**src/rtl/uart_stream_tx.sv**
```systemverilog
// UART transmitter fed by a small circular FIFO. Bytes queued on the write side are
// framed (start, data LSB first, optional parity, stop) and sent back-to-back on uart_tx_o.
module uart_stream_tx #(
    parameter int CLKS_PER_BIT = 217,
    parameter int DATA_BITS    = 8,
    parameter int PARITY_EN    = 0,
    parameter int PARITY_ODD   = 0,
    parameter int STOP_BITS    = 1,
    parameter int FIFO_DEPTH   = 8
) (
    input  logic                          clk_i,
    input  logic                          rst_ni,
    input  logic                          wr_valid_i,
    input  logic [DATA_BITS-1:0]          wr_data_i,
    output logic                          wr_ready_o,
    output logic [$clog2(FIFO_DEPTH):0]   fifo_level_o,
    output logic                          busy_o,
    output logic                          uart_tx_o
);

    localparam int AW = $clog2(FIFO_DEPTH);
    localparam int LW = AW + 1;
    localparam int CW = $clog2(CLKS_PER_BIT);
    localparam int BW = 3;

    typedef enum logic [2:0] {
        S_IDLE,
        S_START,
        S_DATA,
        S_PARITY,
        S_STOP
    } state_t;

    logic [DATA_BITS-1:0] r_mem [FIFO_DEPTH];
    logic [AW-1:0]        r_wrPtr;
    logic [AW-1:0]        r_rdPtr;
    logic [LW-1:0]        r_level;

    state_t               r_state;
    logic [DATA_BITS-1:0] r_shift;
    logic                 r_parity;
    logic [CW-1:0]        r_baud;
    logic [BW-1:0]        r_bitCnt;
    logic                 r_tx;

    logic                 w_full;
    logic                 w_empty;
    logic                 w_push;
    logic                 w_pop;
    logic [DATA_BITS-1:0] w_head;
    logic                 w_baudEnd;

    state_t               w_stateNext;
    logic [DATA_BITS-1:0] w_shiftNext;
    logic                 w_parityNext;
    logic [CW-1:0]        w_baudNext;
    logic [BW-1:0]        w_bitNext;
    logic                 w_txNext;

    assign w_full    = (r_level == LW'(FIFO_DEPTH));
    assign w_empty   = (r_level == '0);
    assign w_push    = wr_valid_i && !w_full;
    assign w_head    = r_mem[r_rdPtr];
    assign w_baudEnd = (r_baud == CW'(CLKS_PER_BIT - 1));

    assign wr_ready_o   = !w_full;
    assign fifo_level_o = r_level;
    assign busy_o       = (r_state != S_IDLE);
    assign uart_tx_o    = r_tx;

    always_ff @(posedge clk_i) begin
        if (w_push) begin
            r_mem[r_wrPtr] <= wr_data_i;
        end
    end

    always_ff @(posedge clk_i or negedge rst_ni) begin
        if (!rst_ni) begin
            r_wrPtr <= '0;
            r_rdPtr <= '0;
            r_level <= '0;
        end else begin
            if (w_push) begin
                r_wrPtr <= r_wrPtr + AW'(1);
            end
            if (w_pop) begin
                r_rdPtr <= r_rdPtr + AW'(1);
            end
            case ({w_push, w_pop})
                2'b10:   r_level <= r_level + LW'(1);
                2'b01:   r_level <= r_level - LW'(1);
                default: r_level <= r_level;
            endcase
        end
    end

    always_ff @(posedge clk_i or negedge rst_ni) begin
        if (!rst_ni) begin
            r_state  <= S_IDLE;
            r_shift  <= '0;
            r_parity <= 1'b0;
            r_baud   <= '0;
            r_bitCnt <= '0;
            r_tx     <= 1'b1;
        end else begin
            r_state  <= w_stateNext;
            r_shift  <= w_shiftNext;
            r_parity <= w_parityNext;
            r_baud   <= w_baudNext;
            r_bitCnt <= w_bitNext;
            r_tx     <= w_txNext;
        end
    end

    // The line level is computed for the state being entered, so the registered
    // output changes on the same edge as the state and never glitches.
    always_comb begin
        w_stateNext  = r_state;
        w_shiftNext  = r_shift;
        w_parityNext = r_parity;
        w_baudNext   = r_baud;
        w_bitNext    = r_bitCnt;
        w_pop        = 1'b0;
        w_txNext     = 1'b1;

        if (r_state != S_IDLE) begin
            w_baudNext = w_baudEnd ? '0 : r_baud + CW'(1);
        end

        case (r_state)
            S_IDLE: begin
                if (!w_empty) begin
                    w_pop = 1'b1;
                end
            end
            S_START: begin
                if (w_baudEnd) begin
                    w_stateNext = S_DATA;
                    w_bitNext   = '0;
                end
            end
            S_DATA: begin
                if (w_baudEnd) begin
                    w_shiftNext = r_shift >> 1;
                    if (r_bitCnt == BW'(DATA_BITS - 1)) begin
                        w_stateNext = (PARITY_EN != 0) ? S_PARITY : S_STOP;
                        w_bitNext   = '0;
                    end else begin
                        w_bitNext = r_bitCnt + BW'(1);
                    end
                end
            end
            S_PARITY: begin
                if (w_baudEnd) begin
                    w_stateNext = S_STOP;
                    w_bitNext   = '0;
                end
            end
            S_STOP: begin
                if (w_baudEnd) begin
                    if (r_bitCnt == BW'(STOP_BITS - 1)) begin
                        if (!w_empty) begin
                            w_pop = 1'b1;
                        end else begin
                            w_stateNext = S_IDLE;
                            w_bitNext   = '0;
                        end
                    end else begin
                        w_bitNext = r_bitCnt + BW'(1);
                    end
                end
            end
            default: begin
                w_stateNext = S_IDLE;
            end
        endcase

        // Loading the next byte restarts the frame with no idle gap.
        if (w_pop) begin
            w_stateNext  = S_START;
            w_shiftNext  = w_head;
            w_parityNext = (^w_head) ^ (PARITY_ODD != 0);
            w_baudNext   = '0;
            w_bitNext    = '0;
        end

        case (w_stateNext)
            S_START:  w_txNext = 1'b0;
            S_DATA:   w_txNext = w_shiftNext[0];
            S_PARITY: w_txNext = w_parityNext;
            default:  w_txNext = 1'b1;
        endcase
    end

endmodule

```
**config.mk**
```make
export PLATFORM = sky130hd
export DESIGN_NAME = uart_stream_tx
export DESIGN_NICKNAME = d
export VERILOG_FILES = /design/src/rtl/uart_stream_tx.sv
export SDC_FILE = /design/constraint.sdc
export NUM_CORES = 1
export LEC_CHECK = 0
export CORE_UTILIZATION = 40
export CTS_BUF_LIST = sky130_fd_sc_hd__clkbuf_2
export DETAILED_ROUTE_END_ITERATION = 7
export SYNTH_ARGS = -nofsm -noshare
export SYNTH_HDL_FRONTEND = slang
export SYNTH_SLANG_ARGS = --single-unit
```
**constraint.sdc**
```tcl
create_clock -name clk_i -period 3.95 [get_ports clk_i]
set_clock_uncertainty 0.2 [all_clocks]
set_input_delay 0.79 -clock clk_i [delete_from_list [all_inputs] [get_ports clk_i]]
set_output_delay 0.79 -clock clk_i [all_outputs]
set_load 0.03 [all_outputs]
```
=== After elaboration in Yosys (flattened, before gate mapping) ===
Memory sizes are Yosys's and may differ from the RTL's.
Cells that the tools add are included.
W data, S select, Z words.

* Add/sub/neg operators: 6
* Equality and inequality tests: 16
* Muxes and demuxes: 32
* Reductions and logical operators: 15

{| class="wikitable"
|+ Operators by type and width
! kind !! number
|-
| $mux W8 || 6
|-
| $mux W3 || 15
|-
| $pmux W3 S5 || 1
|-
| $eq A3 B2 Y1 const B || 4
|-
| $add A3 B1 Y3 const B || 3
|-
| $pmux W3 S3 || 1
|-
| $add A8 B1 Y8 const B || 1
|-
| $eq A8 B8 Y1 const B || 1
|-
| $pmux W4 S2 || 1
|-
| $reduce_bool A2 Y1 || 4
|-
| $reduce_xor A8 Y1 || 1
|-
| $eq A3 B1 Y1 const B || 2
|-
| $eq A3 B3 Y1 const B || 2
|-
| $logic_not A3 Y1 || 2
|-
| $mux W1 || 6
|-
| $ne A3 B3 Y1 const B || 2
|-
| $reduce_and A5 Y1 || 1
|-
| $add A4 B1 Y4 const B || 1
|-
| $eq A4 B4 Y1 const B || 1
|-
| $logic_not A4 Y1 || 1
|-
| $ne A4 B4 Y1 const B || 1
|-
| $reduce_bool A4 Y1 || 1
|-
| $sub A4 B1 Y4 const B || 1
|-
| $ne A3 B1 Y1 const B || 1
|-
| other kinds (9) || 9
|}

* Register bits: 34
* Memory bits (writable): 64
* Input port bits: 11
* Output and inout port bits: 7
* Logic and storage cells: 80
* Memories kept: 1

{| class="wikitable"
|+ Memories
! memory !! depth !! width !! read ports !! clocked after memory_dff !! wr ports !! RTL line !! RTL
|-
| r_mem || 8 || 8 || 1 || 0 || 1 || 34 || <nowiki>logic [DATA_BITS-1:0] r_mem [FIFO_DEPTH];</nowiki>
|}

=== Longest topological paths before layout ===
* Depth in word-level cells: 8
* Depth in mapped cells: 13
* Gate-level depth less buffers: 13

=== Worst setup path after synthesis ===
OpenSTA, ideal clock, no wires.

* Path kind: flip-flop to flip-flop
* From: reg r_bitCnt[0]
* To: reg r_level[3] (netlist: fifo_level_o[3])
* Setup time: 136 ps
* Arrival time: 2598 ps
* Required time: 3614 ps
* Path slack: 1015 ps
* Stages on the path, launching flop included: 14
* Path buffers: 0
* Clock period less this slack: 2935 ps
* Cell sequence: dfrtp_1 > inv_1 > ha_1 > nand2b_1 > or4_1 > a21o_1 > inv_2 > ha_1 > ha_1 > a21o_1 > a21oi_1 > xnor2_1 > nor2_1 > xor2_1

* Longest elaborated chain between the ends: 6
* Elaborated cells between the ends (all ways): 8
* Those cells by class: eq/ne (2); mux (4); reduce/logical (2)

{| class="wikitable"
|+ RTL lines
! item !! RTL line !! RTL
|-
| from (decl) || 43 || <nowiki>logic [BW-1:0] r_bitCnt;</nowiki>
|-
| from (signal assigned) || 110 || <nowiki>r_bitCnt <= w_bitNext;</nowiki>
|-
| $logic_not A3 Y1 * || 161 || <nowiki>if (r_bitCnt == BW'(STOP_BITS - 1)) begin</nowiki>
|-
| $mux W1 * || 161 ||
|-
| $mux W1 * || 160 || <nowiki>if (w_baudEnd) begin</nowiki>
|-
| $pmux W1 S2 * || 130 || <nowiki>case (r_state)</nowiki>
|-
| named net w_pop || 49 || <nowiki>logic w_pop;</nowiki>
|-
| $eq A2 B1 Y1 or $eq A2 B2 Y1 (tied branches) || 89 || <nowiki>case ({w_push, w_pop})</nowiki>
|-
| $pmux W4 S2 or $reduce_bool A2 Y1 (tied branches) || -- ||
|-
| to (signal assigned) || 90 || <nowiki>2'b10: r_level <= r_level + LW'(1);</nowiki>
|-
| to (signal assigned) || 91 || <nowiki>2'b01: r_level <= r_level - LW'(1);</nowiki>
|-
| to (signal assigned) || 92 || <nowiki>default: r_level <= r_level;</nowiki>
|-
| to (decl) || 37 || <nowiki>logic [LW-1:0] r_level;</nowiki>
|}

Mark *: on every way through the listed nets, which the timed path passes. The rest lies on a longest branch.
A chain may end at the register's enable or synchronous reset.

=== Worst setup path in the final report ===
* From: reg r_bitCnt[1]
* To: reg r_level[3] (netlist: fifo_level_o[3])

The elaborated chain is that of the path after synthesis.

==> flow_summary.yaml <==
outcome:
  status: "finished clean"
logic_synthesis:
  syn_inst: 287
  avgSynthCellArea_um2: 15.1
  synthFlopType: "edfxtp_1"
  synth-edff-count: 64
  syn_area_um2: 4330
  ys_warn_count: 0
  ys_ff_latch: 98
  syn-num-nets: 309
  synth.distinct_cells: 46
  seq_area_frac_synth: 0.641
  synthArstFlopShare: 0.347
critical_path:
  start_kind: "flop"
  crit_buf_inv: 2
  cp.required_ns: 4.28
  worstSetupPathType: "flop to flop"
  crit_fanout: 15
  r2r_end: "fifo_level_o[3]"
  cp-startpoint: "r_bitCnt[1]"
  crit_chain: "inv_1 -> ha_1 -> nand2b_1 -> or4_1 -> a21o_1 -> inv_2 -> ha_1 -> ha_1 -> a21o_1 -> a21oi_1 -> xnor2_1 -> nor2_1 -> xor2_1"
  critPathMostFrequentCell: "ha_1"
  critPathCapture: "fifo_level_o[3]"
  crit_cells: 13
  cp_data_arrival_time_ns: 3.66
  reg2reg_slack_ns: 0.62
  reg2reg_depth: 13
  endpoint_kind: "flop"
  rr_startpoint: "r_bitCnt[1]"
  slowest_stage: "or4_1"
  critPathMaxStageDelay_ns: 0.55
  crit_family: "compound AO/OA/AOI/OAI gates"
cts:
  cts_tree: "yes"
  ctsHoldBuffers: 0
  cts_sinks: 98
  clock_latency_ns: 0.58
  ctsLongestPathBuffers: 2
  cts.repair.resized: 0
  numCtsBuffers: 9
  clockRootBuffer: "clkbuf_2"
  cts_setup_buffers: 0
  htree_levels: 3
  clk_pin_slew_worst_paths_ns: 0.32
floorplan:
  start_util: 0.415
  die_area_um2: 11200
  die_y_um: 106
  die_x_um: 106
  ios: 18
  core_area_um2: 10400
  num_rows: 37
grt:
  gr-total-overflow: 0
  grt_pass1_wl_mm: 11.7
  grt_pass1_vias: 2241
  grt_max_degree: 35
  antenna_found_initial: 0
  track_usage: 0.139
layout:
  nets: 338
  area_growth_pct: 11.3
  design_area_um2: 4810
  final_common_cell: "edfxtp_1"
  diodes: 0
  drive_gt1_frac: 0.134
  fillerInstances: 930
  final_cell_mix: "edfxtp_1 (64), dfrtp_1 (33), nor2_1 (24), nand2_1 (21), clkdlybuf4s50_1 (17)"
power:
  max-vdd-ir-drop_mv: 0.214
  powerDensity_nw_per_um2: 463
  p_leak_nw: 1.75
  power_mw: 2.23
route:
  viasPerCell: 5.13
  drc: 0
  dr.pass1.iters: 4
  totalWireLength_mm: 7.21
  routedWlPerCell_um: 15.8
  drtIter0Drc: 85
  drtAntennaViolNets: 0
  vias: 2345
timing:
  setup_violations: 0
  relSlewSlack: 0.427
  min_period_ns: 3.33
  hold_viol: 0
  rsz0062_at_grt: "false"
  fin_setup_tns_ns: 0
  worst_slack_ns: 0.616
  worst_pin_slew_ns: 0.857
  min_period_over_period: 0.844
  max_freq_mhz: 300
  drv_slew: 0
placed_design:
  gp_congestion: 0.762
  port_buffers: 17
  post_dp_cell_area_um2: 4680
  place_ws_ns: 0.625
  dp_hpwl_mm: 4.80
worst_hold_path:
  hp-class: "input pin to asynchronous set/reset pin"
run:
  drv_cap: 0
-- registers in the layout, indices dropped and copies added (netlist names) --
register	count
r_shift	8
r_bitCnt	3
r_state	3
r_wrPtr	3
r_mem	64
uart_tx_o	1
r_rdPtr	3
fifo_level_o	4
r_parity	1
r_baud	8
-- worst min path at each step --
stage	startpoint	to	slack, ns	depth (start not counted)
3_3_place_gp	r_parity	r_parity	0.28	2
4_1_cts	rst_ni	r_baud[4]	0.31	2
3_5_place_dp	r_shift[1]	r_shift[1]	0.29	1
2_1_floorplan	r_parity	r_parity	0.25	2
5_1_grt	rst_ni	r_baud[4]	0.35	2
6_report	rst_ni	r_baud[4]	0.34	2
-- cell usage after synthesis (5+ instances only) --
library cell | instances | share of area
dfrtp_1 | 33 | 0.19
mux2i_1 | 8 | 0.019
nor3_1 | 7 | 0.0081
inv_1 | 12 | 0.010
nor2_1 | 24 | 0.021
mux4_2 | 5 | 0.026
a221o_1 | 6 | 0.014
mux4_1 | 11 | 0.067
xor2_1 | 6 | 0.012
ha_1 | 10 | 0.029
xnor2_1 | 15 | 0.030
nand3_1 | 5 | 0.0058
nand2_1 | 21 | 0.018
o21ai_0 | 10 | 0.012
edfxtp_1 | 64 | 0.44
-- kinds of logic (layout without fill, tap and decap cells) --
group,after synthesis,after routing,share of synthesized area
compound gates,30,30,0.0483
flops,98,98,0.641
buf+inv,22,56,0.0266
fa+ha+maj,11,11,0.0336
mux,27,27,0.120
simple gates,78,78,0.0879
xor+xnor,21,21,0.0425
-- through the flow --
stage               std cells  hold WS, ns  utilization
global placement          441        0.282        0.449
floorplan                 287        0.253            -
global route              457        0.350        0.462
detailed placement        441        0.288        0.449
finish                    457        0.343        0.462
CTS                       457        0.310        0.462
-- cell type report --
class                           instances  area, µm²  share of cell area
Clock inverter                          7       86.3              0.0179
Tap cell                              136        170              0.0354
Sequential cell                        98       2770               0.576
Inverter                               13       48.8              0.0101
Timing Repair Buffer                   27        245              0.0510
Multi-Input combinational cell        167       1440               0.300
Clock buffer                            9       45.0             0.00936
-- per-layer routing --
layer / GRT usage / share of wire
met5: 0 / 0
met4: 0.0595 / 0.013
met2: 0.220 / 0.48
met1: 0.188 / 0.48
met3: 0.0276 / 0.024
-- report_power, final --
| part | switching [mW] | leakage [nW] | internal [mW] |
|---|---|---|---|
| Combinational | 0.231 | 0.677 | 0.185 |
| Sequential | 0.0732 | 0.996 | 1.23 |
| Clock | 0.387 | 0.0799 | 0.117 |
| Total | 0.691 | 1.75 | 1.54 |
Power figures use the tool's default switching activity.
